## config.mk

```make
export PLATFORM = sky130hd
export DESIGN_NAME = para_analysis_mc
export DESIGN_NICKNAME = d
export VERILOG_FILES = /design/src/rtl/para_analysis_mc.sv
export SDC_FILE = /design/constraint.sdc
export NUM_CORES = 1
export LEC_CHECK = 0
export CAP_MARGIN = 10
export CORE_ASPECT_RATIO = 1.5
export CORE_MARGIN = 3
export CORE_UTILIZATION = 35
export CTS_CLUSTER_SIZE = 12
export DETAILED_ROUTE_END_ITERATION = 8
export SYNTH_ARGS = -nofsm -noshare
export SYNTH_HDL_FRONTEND = slang
export SYNTH_SLANG_ARGS = --single-unit
```

## constraint.sdc

```tcl
create_clock -name clk_25m -period 3.35 [get_ports clk_25m]
set_input_delay 0.67 -clock clk_25m [delete_from_list [all_inputs] [get_ports clk_25m]]
set_output_delay 0.67 -clock clk_25m [all_outputs]
set_load 0.03 [all_outputs]
```

## src/rtl/para_analysis_mc.sv

```systemverilog
// Multi-channel parameter-packet analyser: validates 128-bit command packets, updates per-channel config.
// Optional checksum verification enabled with `define PARA_CHKSUM_EN.
module para_analysis_mc #(
    parameter int CH_NUM = 4,
    parameter int CH_W   = 2,
    parameter int THR_W  = 16,
    parameter int CYC_W  = 16
) (
    input  logic                    clk_25m,
    input  logic                    rst,
    input  logic                    pkt_valid,
    input  logic [127:0]            data_buffer,
    output logic                    pkt_ready,
    output logic                    para_cofi_flag,
    output logic [7:0]              para_ch,
    output logic [CH_NUM*THR_W-1:0] noise_threshold,
    output logic [CH_NUM*CYC_W-1:0] cycle_value,
    output logic [CH_NUM-1:0]       channel_en,
    output logic                    contin_mode_open,
    output logic                    pkt_err,
    output logic [1:0]              err_code,
    output logic [7:0]              err_cnt
);

    typedef enum logic [1:0] {IDLE, CHECK, APPLY} state_t;

    state_t state, state_nxt;

    logic [127:0]      pkt;
    logic [7:0]        hdr, cmd, ch;
    logic [CH_W-1:0]   ch_idx;
    logic              ch_ok, mode_ok, bcast;
    logic              chk_fail;
    logic [1:0]        chk_code;
    logic              pass_q;
    logic [1:0]        code_q;
    logic              unused_bits;

    logic [THR_W-1:0]  thr_r [CH_NUM];
    logic [CYC_W-1:0]  cyc_r [CH_NUM];

    always_ff @(posedge clk_25m) begin
        if (rst) state <= IDLE;
        else     state <= state_nxt;
    end

    always_comb begin
        state_nxt = state;
        unique case (state)
            IDLE:    if (pkt_valid) state_nxt = CHECK;
            CHECK:   state_nxt = APPLY;
            APPLY:   state_nxt = IDLE;
            default: state_nxt = IDLE;
        endcase
    end

    assign pkt_ready = (state == IDLE);

    always_ff @(posedge clk_25m) begin
        if (rst)                            pkt <= '0;
        else if (state == IDLE && pkt_valid) pkt <= data_buffer;
    end

    assign hdr         = pkt[127:120];
    assign cmd         = pkt[119:112];
    assign ch          = pkt[111:104];
    assign ch_idx      = pkt[104 +: CH_W];
    assign bcast       = (ch == 8'hFF);
    assign ch_ok       = bcast || (int'(ch) < CH_NUM);
    assign mode_ok     = (ch == 8'h00) || (ch == 8'h01);
    // Bits outside the decoded fields are don't-care for this block.
    assign unused_bits = ^pkt;

`ifdef PARA_CHKSUM_EN
    logic [7:0] sum;
    always_comb begin
        sum = 8'h00;
        for (int b = 0; b < 16; b++)
            if (b != 10) sum = sum ^ pkt[b*8 +: 8];
    end
`endif

    // Priority: header, command, checksum, then channel/data.
    always_comb begin
        chk_fail = 1'b0;
        chk_code = 2'd0;
        if (hdr != 8'hA5) begin
            chk_fail = 1'b1;
            chk_code = 2'd0;
        end else if (cmd != 8'h01 && cmd != 8'h02 && cmd != 8'h03) begin
            chk_fail = 1'b1;
            chk_code = 2'd1;
        end
`ifdef PARA_CHKSUM_EN
        else if (sum != pkt[87:80]) begin
            chk_fail = 1'b1;
            chk_code = 2'd3;
        end
`endif
        else if ((cmd == 8'h02) ? !mode_ok : !ch_ok) begin
            chk_fail = 1'b1;
            chk_code = 2'd2;
        end
    end

    always_ff @(posedge clk_25m) begin
        if (rst) begin
            pass_q <= 1'b0;
            code_q <= 2'd0;
        end else if (state == CHECK) begin
            pass_q <= !chk_fail;
            code_q <= chk_code;
        end
    end

    always_ff @(posedge clk_25m) begin
        if (rst) begin
            para_cofi_flag   <= 1'b0;
            pkt_err          <= 1'b0;
            para_ch          <= 8'h00;
            channel_en       <= '0;
            contin_mode_open <= 1'b0;
            err_code         <= 2'd0;
            err_cnt          <= 8'h00;
            for (int i = 0; i < CH_NUM; i++) begin
                thr_r[i] <= '0;
                cyc_r[i] <= '0;
            end
        end else begin
            para_cofi_flag <= 1'b0;
            pkt_err        <= 1'b0;
            if (state == APPLY) begin
                if (pass_q) begin
                    unique case (1'b1)
                        cmd == 8'h01: begin
                            para_cofi_flag <= 1'b1;
                            para_ch        <= ch;
                            for (int i = 0; i < CH_NUM; i++) begin
                                if (bcast || ch_idx == CH_W'(i)) begin
                                    thr_r[i]      <= pkt[64 +: THR_W];
                                    cyc_r[i]      <= pkt[0 +: CYC_W];
                                    channel_en[i] <= 1'b1;
                                end
                            end
                        end
                        cmd == 8'h02: contin_mode_open <= ch[0];
                        cmd == 8'h03: begin
                            for (int i = 0; i < CH_NUM; i++)
                                if (bcast || ch_idx == CH_W'(i))
                                    channel_en[i] <= 1'b0;
                        end
                        default: ;
                    endcase
                end else begin
                    pkt_err  <= 1'b1;
                    err_code <= code_q;
                    if (err_cnt != 8'hFF) err_cnt <= err_cnt + 8'd1;
                end
            end
        end
    end

    for (genvar g = 0; g < CH_NUM; g++) begin : g_pack
        assign noise_threshold[g*THR_W +: THR_W] = thr_r[g];
        assign cycle_value[g*CYC_W +: CYC_W]     = cyc_r[g];
    end

endmodule

```

* Word-level counts from Yosys, hierarchy flattened
Memory sizes are Yosys's and may differ from the RTL's. Index checks and enable logic that the tools add are counted.
Word-level totals: bits in registers 158, memory bits (writable) 128, input bits 131, word-level logic and storage cells 132, memories kept 2
Operators by class: add/sub/neg operators 1, magnitude comparators 1, equality and inequality tests 24, mux-type cells 54, bitwise gates (word level) 10, reductions and logical operators 26
Memory list:
- cyc_r | words 4, bits a word 16, read ports 4, clocked after Yosys merged registers in 0, write ports 4, line 40 | logic [CYC_W-1:0] cyc_r [CH_NUM];
- thr_r | words 4, bits a word 16, read ports 4, clocked after Yosys merged registers in 0, write ports 4, line 39 | logic [THR_W-1:0] thr_r [CH_NUM];
Operator list (count):
- 16-bit 2-to-1 mux | 8
- 1-bit 2-to-1 mux | 40
- 5-bit AND reduction | 4
- 8-bit by 1-bit == test with 1-bit output (second input constant) | 2
- 8-bit by 2-bit == test with 1-bit output (second input constant) | 2
- 2-bit by 1-bit != test with 1-bit output (second input constant) | 8
- 8-bit by 2-bit != test with 1-bit output (second input constant) | 2
- 8-bit != test (second input constant) | 2
- 3-bit AND reduction | 3
- 8-bit by 1-bit adder with 8-bit output (second input constant) | 1
- 8-bit == test (second input constant) | 1
- 8-bit logical NOT | 1
- 8-bit by 3-bit < comparator with 1-bit output (second input constant) | 1
- 2-bit 2-to-1 mux | 4
- 8-bit by 1-bit != test with 1-bit output (second input constant) | 1
- 1-bit bitwise OR | 8
- 4-bit case mux with 2 select lines | 1
- 2-bit == test (second input constant) | 3
- 1-bit logical OR | 6
- 2-bit by 1-bit == test with 1-bit output (second input constant) | 2
- 2-bit logical NOT | 2
- 2-bit case mux with 2 select lines | 1
- 1-bit logical AND | 3
- 1-bit logical NOT | 3
- other kinds (6) | 7

* Logic depth before layout (Yosys ltp)
Gate-level depths: netlist of the first run.
word-level depth 9, depth in mapped cells 6

* Least setup slack after synthesis of the first run
Ideal clock, no wire load.
path type register to register, start point register pkt[114], end point memory cyc_r[2][0], enable pin, arrival 2.356 ns, data required time 2.962 ns, slack 0.606 ns, cell stages (with the launch flop) 5, buffers on the path 1, clock period less this slack 2.744 ns, cell sequence dfxtp_1 or4_4 nor4_1 buf_4 a21o_1
RTL lines:
- start, declared | line 29 | logic [127:0] pkt;
- start signal, assigned | line 61 | else if (state == IDLE && pkt_valid) pkt <= data_buffer;
- end, declared | line 40

==> run metrics, run 1 <==
outcome completed; Worst Path Required approximately 3.5 ns; Worst setup EP type flip-flop; setup TNS 0 ns; CTS buffer count 22; Post-DRT Antenna Nets 0; Place WS 0.7977 ns; Synth Area in XOR/XNOR 0.006489; quantity of hold-fixing buffers added after cts 0; fin nets slightly above 1000; clock skew 0.009532 ns; core area around 23000 um^2; max_slew headroom 0.6172; mux cell area share after synthesis 0.01854; Synth Flop Type edfxtp_1; Post-Synth Adder-Cell Area 0.001545; Syn Std Cell Area just over 8000 um^2; power density over the cells roughly 520 nW/um^2; crit path cell chain or4_4 -> nor4_2 -> a31o_2 -> buf_4; leak pwr 4.409 nW; io pins ~290; crit share post-route 0.7540; H-tree depth 1; complex-gate fraction of the synthesized area 0.05315; Arrival @ worst endpoint roughly 2.7 ns; worst min path class reg -> reg; nature of the critical path startpoint flip-flop; DR vias 5768; Longest Clk Path Bufs 3; largest net degree at the start of global routing 98; Async S/R FF share, synth 0; fill cell count between 2000 and 2500; Starting Density 0.3591; detailed placement HPWL 14710 um; Post-Syn Instances ~680; Post-synth EDFFs between 100 and 150; Resized Gates After CTS 0; area of the multi-input gates 2326 um^2; Mapped Nets 810; number of port buffers approximately 210; unrepaired setup endpoints after global routing no; Peak Freq 395.9 MHz; sequential fraction of the synthesis area 0.6873; Slowest-stage cell, CP a31o_2; Fin. Hold Viols 0; Yosys top cell area share 0.4747; Max rail drop VDD ~0.00028 V; simple-gate share of the synthesized area 0.2047; gpl congestion 0.7650; Max Slew Vio Count 0; Yosys reg bits 214; Yosys top cell by area edfxtp_1; register area about 5600 um^2; Die Y 192.3 um; first-pass GRT wire length roughly 33000 um; Initial DRC Count 282; total track usage 0.1716; post-CTS setup buffers 0; Final setup viols 0; DIE AREA approximately 25000 um^2; most common cell after layout, fill and taps aside clkdlybuf4s50_1; clk_lat worst skew 0.49 ns; TritonCTS clock tree yes; fin crit period roughly 2.5 ns; initial antenna violation count 4; Cell Rows 67; actual slew at the worst max-slew pin 0.5716 ns; Residual DRC 0; Final WS setup ~0.8 ns; DR WL/cell between 15 and 20 um; share of cells above drive strength 1 0.06452; Max-Cap Viols 0; dominant combinational cell family by area after synthesis simple AND/OR/NAND/NOR gates; commonest non-fill, non-tap cells in the layout 211 x clkdlybuf4s50_1, 128 x edfxtp_1, 118 x nand2_1, 98 x and3_1, 86 x dfxtp_1; CTS sink count 214; Synth warnings 0; Root Driver clkbuf_16; vias per inst just under 5; Synth cell types 45; synth top area cells edfxtp_1 47%, dfxtp_1 21%, and3_1 7.6%, nand2_1 5.5%, a21oi_1 3.6%; vias in the first global route approximately 5800; Clock transition at path regs ~0.06 ns; crit-path max FO 15; Largest stage delay, worst path ~0.57 ns; final wirelength 22160 um; Remaining Overflow, GRT 0; critical path class reg -> reg; router iterations before antenna repair 4; chip width between 100 and 150 um; average size of a mapped cell around 12 um^2; Area Overhead vs Synth 38.15%
[synthesized netlist by cell type, types with 2 or more instances]
cell / instances
a21o_1: 3
a21oi_1: 58
and2_1: 37
and3_1: 98
buf_1: 3
buf_6: 4
clkbuf_1: 30
clkbuf_2: 8
dfxtp_1: 86
edfxtp_1: 128
inv_1: 2
mux2i_1: 15
nand2_1: 119
nand2b_1: 5
nand3_1: 4
nand4_1: 5
nand4b_1: 2
nor2_1: 25
nor2b_1: 3
nor3_1: 4
nor4_1: 3
o2111ai_1: 2
o211ai_1: 2
o21ai_0: 5
o22ai_1: 2
or2_2: 2
xor2_1: 5
[layer usage]
| layer | wire (um) | up-vias | global-route usage | part of all wire |
|---|---|---|---|---|
| met2 | 11780 | 179 | 0.3243 | 0.53 |
| li1 | - | 2805 | - | - |
| met1 | 8411 | 2737 | 0.1879 | 0.38 |
| met3 | 1203 | 41 | 0.03351 | 0.054 |
| met4 | 731 | 6 | 0.05800 | 0.033 |
| met5 | 39 | - | 0 | 0.0018 |
[state kept, by name (all words and copies together) (netlist names)]
| register | cells |
|---|---|
| para_cofi_flag | 1 |
| para_ch | 8 |
| code_q | 2 |
| pkt_err | 1 |
| pkt | 56 |
| pass_q | 1 |
| contin_mode_open | 1 |
| thr_r | 64 |
| state | 2 |
| channel_en | 4 |
| cyc_r | 64 |
| err_cnt | 8 |
| err_code | 2 |
[metrics by stage]
stage	hold slack, ns	power [mW]	cell area (um^2)	utilization	cells
6_report	0.4538	5.766	11190	0.4961	1176
5_1_grt	0.4804	5.970	11180	0.4960	1175
3_3_place_gp	0.4428	3.532	10520	0.4663	1136
3_5_place_dp	0.4447	3.538	10520	0.4663	1136
4_1_cts	0.4527	5.832	11180	0.4960	1175
2_1_floorplan	0.4311	3.252	8098	-	678
[final cells by class]
| cell class | count | share of cell area |
|---|---|---|
| Antenna cell | 1 | 0.0002237 |
| Multi-Input combinational cell | 415 | 0.2079 |
| Clock buffer | 38 | 0.05928 |
| Tap cell | 276 | 0.03087 |
| Sequential cell | 214 | 0.4975 |
| Inverter | 2 | 0.0006711 |
| Timing Repair Buffer | 229 | 0.2031 |
| Clock inverter | 1 | 0.0004474 |
[worst max-delay path, delay by kind of cell (launching register included)]
| family | cells | cell delay, ns |
|---|---|---|
| simple gates | 2 | 1.03 |
| compound gates | 1 | 0.57 |
| flops | 1 | 0.32 |
| buf+inv | 1 | 0.30 |
[cells by family after synthesis]
logic type                 after synthesis
AOI/OAI and AO/OA                       77
xor gates and xnor gates                 6
adders and majority gates                1
buffers and inverters                   49
DFF                                    214
muxes                                   15
and+or+nand+nor                        316
[final timing paths]
check	start	end	slack, ns	cells after the start
max	pkt[114]	cyc_r[3][1]	0.82	4
min	pkt[121]	pkt[121]	0.45	2
max reg2reg	pkt[114]	cyc_r[3][1]	0.82	4
min reg2reg	pkt[121]	pkt[121]	0.45	2
[power by group]
group	leakage (nW)	switching, mW	total (mW)	internal [mW]
sequential	2.02	0.0654	2.94	2.88
clock	0.322	0.955	2.29	1.34
combinational	2.06	0.321	0.531	0.210
total	4.41	1.34	5.77	4.42
No activity file was read; power rests on OpenSTA's default activity.
==> run 2: changes to the inputs <==
Clock period 3.35 ns to 2.4 ns, I/O delays scaled along.
==> run 2 against run 1 <==
Compared with the run above: register-to-register slack worse by 0.63 ns; final cell count increased by 0.43%; power is 41% higher; final area up 1.3%; sequential power grew 39%; flip-flop and latch count did not move; utilization increased by 0.66 points.
==> run metrics, run 2 (same netlist as run 1, synthesis figures left out) <==
Cell Rows 67 (unchanged); first-pass GRT wire length 33170 um (was 33060 um); Final Instance Area 11340 um^2 (was 11190 um^2); unrepaired setup endpoints after global routing no (unchanged); most common cell after layout, fill and taps aside clkdlybuf4s50_1 (unchanged); actual slew at the worst max-slew pin 0.6162 ns (was 0.5716 ns); commonest non-fill, non-tap cells in the layout 211 x clkdlybuf4s50_1, 128 x edfxtp_1, 118 x nand2_1, 98 x and3_1, 86 x dfxtp_1 (unchanged); n_diodes 0 (was 1); Place WS 0.2184 ns (was 0.7977 ns); Peak Freq ~440 MHz; worst r2r path cells 5 (was 4); clock skew 0.01448 ns (was 0.009532 ns); Area Overhead vs Synth 39.99% (was 38.15%); core area 22550 um^2 (unchanged); fin crit period approximately 2.3 ns; Clock transition at path regs 0.06 ns (about the same); Hold WS 0.3271 ns (was 0.4538 ns); CTS sink count 214 (unchanged); Crit Reg-Reg Endpoint cyc_r[1][9] (was cyc_r[3][1]); Post-DRT Antenna Nets 0 (unchanged); clk_lat worst skew 0.50 ns (was 0.49 ns); Residual DRC 0 (unchanged); outcome completed (unchanged); worst min path class in -> reg (was reg -> reg); total placed instance area 10640 um^2 (was 10520 um^2); Final WS setup 0.1251 ns (was 0.8242 ns); DIE AREA 25040 um^2 (unchanged); total track usage 0.1721 (was 0.1716); initial antenna violation count 3 (was 4); Regs by FF count cyc_r: 64 flops, thr_r: 64 flops, pkt: 56 flops (unchanged); chip width 130.2 um (unchanged); largest net degree at the start of global routing 98 (unchanged); fin nets 1021 (was 1016); H-tree depth 1 (unchanged); crit share post-route 0.9479; DR WL/cell 18.61 um (was 18.85 um); post-route insts no fill 1181 (was 1176); Arrival @ worst endpoint 1.79 ns (was 2.72 ns); Starting Density 0.3591 (unchanged); Slowest-stage cell, CP clkdlybuf4s50_1 (was a31o_2); Resized Gates After CTS 0 (unchanged); share of cells above drive strength 1 0.07514 (was 0.06452); R2R Setup Slk 0.19 ns (was 0.82 ns); TritonCTS clock tree yes (unchanged); power density over the cells 718.4 nW/um^2 (was 515.5 nW/um^2); Worst setup EP type output port (was flip-flop); Fin. Hold Viols 0 (unchanged); Final setup viols 0 (unchanged); Max-Cap Viols 0 (unchanged); io pins 285 (unchanged); Max Slew Vio Count 0 (unchanged); final wirelength 21980 um (was 22160 um); Worst Path Required 1.92 ns (was 3.54 ns); gpl congestion 0.8043 (was 0.7650); max_slew headroom 0.5892 (was 0.6172); Max rail drop VDD 0.0005005 V (was 0.0002772 V); Setup crit end pkt_ready (was cyc_r[3][1]); router iterations before antenna repair 4 (unchanged); Longest Clk Path Bufs 3 (unchanged); post-CTS setup buffers 0 (unchanged); vias per inst 4.868 (was 4.905); crit path from state[0] (was pkt[114]); Largest stage delay, worst path 0.72 ns (was 0.57 ns); Initial DRC Count 266 (was 282); Die Y 192.3 um (unchanged); nature of the critical path startpoint flip-flop (unchanged); crit path cell chain nor2_1 -> clkdlybuf4s50_1 (was or4_4 -> nor4_2 -> a31o_2 -> buf_4); crit-path max FO 6 (was 15); worst r2r src pkt[114] (unchanged); DR vias 5749 (was 5768); detailed placement HPWL 14610 um (was 14710 um); quantity of hold-fixing buffers added after cts 0 (unchanged); vias in the first global route 5774 (was 5834); CTS buffer count 22 (unchanged); critical path class reg -> out (was reg -> reg); Remaining Overflow, GRT 0 (unchanged); fill cell count 2019 (was 2064); dpl cells 1141 (was 1136); Root Driver clkbuf_16 (unchanged); leak pwr 4.473 nW (was 4.409 nW); number of port buffers 212 (unchanged)
-- run 2: power by group --
group | internal, mW | switching, mW | leakage [nW] | total (mW)
registers | 4.01 | 0.0815 | 2.02 | 4.10
logic | 0.311 | 0.455 | 2.11 | 0.767
clock network | 1.94 | 1.34 | 0.336 | 3.28
total | 6.27 | 1.88 | 4.47 | 8.14
-- run 2: through the flow --
step / total power [mW] / util / setup TNS (ns)
after CTS: 8.248 / 0.5027 / 0
after global routing: 8.465 / 0.5027 / 0
final: 8.143 / 0.5027 / 0
after global placement: 4.952 / 0.4719 / 0
after floorplan: 4.540 / - / -8.025
after detailed placement: 4.958 / 0.4719 / 0
-- run 2: how the worst min path moves through the flow --
stage | start | slack [ns] | endpoint | cells past startpoint
global placement | pkt[125] | 0.44 | pkt[125] | 2
detailed placement | pkt[120] | 0.45 | pkt[120] | 2
CTS | rst | 0.32 | channel_en[3] | 2
finish | rst | 0.33 | contin_mode_open | 2
floorplan | pkt[121] | 0.43 | pkt[121] | 2
global route | rst | 0.34 | pkt[112] | 2
-- run 2: per-layer routing --
layer  up-vias  routed length, um  track usage
met4         6                936      0.07080
met1      2702               8263       0.1925
met3        51               1149      0.02908
li1       2822                  -            -
met5         -                 38            0
met2       168              11590       0.3180
-- run 2: layout make-up --
class / count / area [um^2] / share of cell area
Sequential cell: 214 / 5565 / 0.4909
Multi-Input combinational cell: 415 / 2338 / 0.2063
Timing Repair Buffer: 234 / 2385 / 0.2104
Clock buffer: 40 / 694.4 / 0.06126
Inverter: 2 / 7.507 / 0.0006623
Tap cell: 276 / 345.3 / 0.03046
-- run 2: critical path: cells and delay by family (launching register included) --
kind	cells	cell delay, ns
buffers and inverters	1	0.72
and+or+nand+nor	1	0.23
DFF	1	0.36
==> run 3: changes to the inputs <==
--- a/config.mk
+++ b/config.mk
@@ -13,2 +13,3 @@
 export DETAILED_ROUTE_END_ITERATION = 8
+export SETUP_SLACK_MARGIN = 0.5
 export SYNTH_ARGS = -nofsm -noshare
==> constraint.sdc (replaced) <==
create_clock -name clk_25m -period 2.4 [get_ports clk_25m]
set_input_delay 0.24 -clock clk_25m [delete_from_list [all_inputs] [get_ports clk_25m]]
set_output_delay 0.24 -clock clk_25m [all_outputs]
set_load 0.03 [all_outputs]
==> run 3 against run 2 <==
Compared with the run above: final cell count grew 2.9%; via count rose by 6.2%; clock power about the same; worst hold slack got worse by 0.14 ns; critical endpoint is now cyc_r[0][4]; largest cell class unchanged; highest routed layer unchanged.
==> run metrics, run 3 (same netlist as run 1, synthesis figures left out) <==
core area 22550 um^2 (unchanged); fin nets 1054 (was 1021); Worst setup EP type flip-flop (was output port); CTS sink count 214 (unchanged); leak pwr 4.821 nW (was 4.473 nW); largest net degree at the start of global routing 38 (was 98); fill cell count 1969 (was 2019); first-pass GRT wire length 34670 um (was 33170 um); detailed placement HPWL 15310 um (was 14610 um); gpl congestion 0.7651 (was 0.8043); actual slew at the worst max-slew pin 0.5873 ns (was 0.6162 ns); Flop pwr share 0.500 (was 0.503); Switching Share 0.2356 (was 0.2303); Starting Density 0.3591 (unchanged); H-tree depth 1 (unchanged); share of cells above drive strength 1 0.1183 (was 0.07514); Remaining Overflow, GRT 0 (unchanged); io pins 285 (unchanged); crit share post-route 0.9001 (was 0.9479); DR WL/cell 20.58 um (was 18.61 um); worst min path class in -> reg (unchanged); logic gate share of total power 0.101 (was 0.094); critical path class reg -> reg (was reg -> out); cell-internal power 6.278 mW (was 6.268 mW); CTS buffer count 22 (unchanged); setup TNS 0 ns (unchanged); P_sw 1.935 mW (was 1.876 mW); final wirelength 25010 um (was 21980 um); clk_lat worst skew 0.50 ns (about the same); clock skew 0.01719 ns (was 0.01448 ns); Clock transition at path regs 0.06 ns (about the same); hold depth 2 (unchanged); TritonCTS clock tree yes (unchanged); dpl cells 1144 (was 1141); hold endpoint para_ch[7] (was contin_mode_open); worst r2r src pkt[117] (was pkt[114]); max_slew headroom 0.6071 (was 0.5892); vias in the first global route 5889 (was 5774); Cell Rows 67 (unchanged); nature of the critical path startpoint flip-flop (unchanged); post-route insts no fill 1215 (was 1181); Arrival @ worst endpoint 2.52 ns (was 1.79 ns); clock power share 0.399 (was 0.403); crit-path max FO 8 (was 6); DR vias 6106 (was 5749); Final setup viols 0 (unchanged); vias per inst 5.026 (was 4.868); Residual DRC 0 (unchanged); worst r2r path cells 6 (was 5); Area Overhead vs Synth 48.64% (was 39.99%); Crit Reg-Reg Endpoint cyc_r[0][4] (was cyc_r[1][9]); Post-DRT Antenna Nets 0 (unchanged); Max-Cap Viols 0 (unchanged); Longest Clk Path Bufs 3 (unchanged); hold_sp rst (unchanged); total placed instance area 10690 um^2 (was 10640 um^2); power density over the cells 682.4 nW/um^2 (was 718.4 nW/um^2); initial antenna violation count 3 (unchanged); Worst Path Required 2.76 ns (was 1.92 ns); number of port buffers 212 (unchanged); R2R Setup Slk 0.24 ns (was 0.19 ns); Final Instance Area 12040 um^2 (was 11340 um^2); unrepaired setup endpoints after global routing yes (was no); DIE AREA 25040 um^2 (unchanged); Regs by FF count cyc_r: 64 flops, thr_r: 64 flops, pkt: 56 flops (unchanged); chip width 130.2 um (unchanged); Root Driver clkbuf_16 (unchanged); most common cell after layout, fill and taps aside clkdlybuf4s50_1 (unchanged); Peak Freq 462.9 MHz (was 439.6 MHz); Initial DRC Count 397 (was 266); router iterations before antenna repair 5 (was 4); commonest non-fill, non-tap cells in the layout 206 x clkdlybuf4s50_1, 128 x edfxtp_1, 118 x nand2_1, 92 x and3_1, 85 x dfxtp_1 (was 211 x clkdlybuf4s50_1, 128 x edfxtp_1, 118 x nand2_1, 98 x and3_1, 86 x dfxtp_1); Fin. Hold Viols 0 (unchanged); Max Slew Vio Count 0 (unchanged); fin crit period 2.160 ns (was 2.275 ns); Die Y 192.3 um (unchanged); total track usage 0.1818 (was 0.1721); outcome completed (unchanged); Max rail drop VDD 0.0004049 V (was 0.0005005 V)
run 3: cell count changes in the layout (fill, tap and decap cells not counted), moves of 5 or more:
| cell | delta |
|---|---|
| clkbuf_16 | +10 |
| clkdlybuf4s50_1 | -5 |
| buf_12 | +5 |
| and3_4 | +6 |
| buf_6 | +8 |
| buf_16 | +5 |
| and3_1 | -6 |
run 3: layer usage:
metal | GRT usage | up-vias | routed length [um]
met5 | 0 | - | 40
met4 | 0.05200 | 4 | 779
met3 | 0.03323 | 48 | 1360
met2 | 0.3291 | 195 | 13170
met1 | 0.2181 | 2962 | 9657
li1 | - | 2897 | -
run 3: cell type report:
| cell class | count | area [um^2] | area share |
|---|---|---|---|
| flip-flops and latches | 214 | 5567 | 0.4625 |
| clock inverters | 1 | 5.005 | 0.0004158 |
| diodes | 1 | 2.502 | 0.0002079 |
| well taps | 276 | 345.3 | 0.02869 |
| repair buffers | 267 | 3020 | 0.2509 |
| multi-input cells | 415 | 2409 | 0.2001 |
| clock buffers | 39 | 680.7 | 0.05655 |
| inverters | 2 | 7.507 | 0.0006237 |
run 3: metrics by stage:
step / util / power, mW / setup WS [ns] / hold slack (ns)
detailed placement: 0.4741 / 4.973 / 0.2274 / 0.4449
floorplan: - / 4.545 / 0.2944 / 0.3760
finish: 0.5338 / 8.213 / 0.2398 / 0.1902
global route: 0.5337 / 8.496 / 0.1653 / 0.2032
CTS: 0.5170 / 8.263 / 0.2339 / 0.1847
global placement: 0.4741 / 4.963 / 0.2577 / 0.4438
run 3: critical path, stage by stage, from the launching register on:
cell       delay [ns]
dfxtp_2          0.32
or4_4            0.54
or3_4            0.43
nor3_4           0.21
buf_6            0.21
clkbuf_16        0.17
and3_1           0.15
run 3: worst max path at each step:
stage | from | endpoint | depth (start not counted)
4_1_cts | pkt[117] | cyc_r[1][12] | 6
6_report | pkt[117] | cyc_r[0][4] | 6
2_1_floorplan | pkt[114] | cyc_r[3][0] | 4
3_5_place_dp | pkt[114] | cyc_r[1][10] | 5
3_3_place_gp | pkt[114] | cyc_r[1][4] | 5
5_1_grt | pkt[117] | thr_r[1][13] | 6
run 3: power groups by stage:
stage	Sequential (mW)	Clock, mW	Combinational (mW)
global placement	4.18	0	0.779
detailed placement	4.19	0	0.786
floorplan	4.32	0	0.229
global route	4.12	3.49	0.881
CTS	4.11	3.34	0.814
finish	4.11	3.28	0.829
run 3: repair_timing:
action / CTS / global route
gates resized for setup: 19 / 22
cloned: 5 / 13
setup buffers: 10 / 2
endpoints found under the setup margin: 267 / 274
hold buffers: 0 / 0
pin swaps: 4 / 6
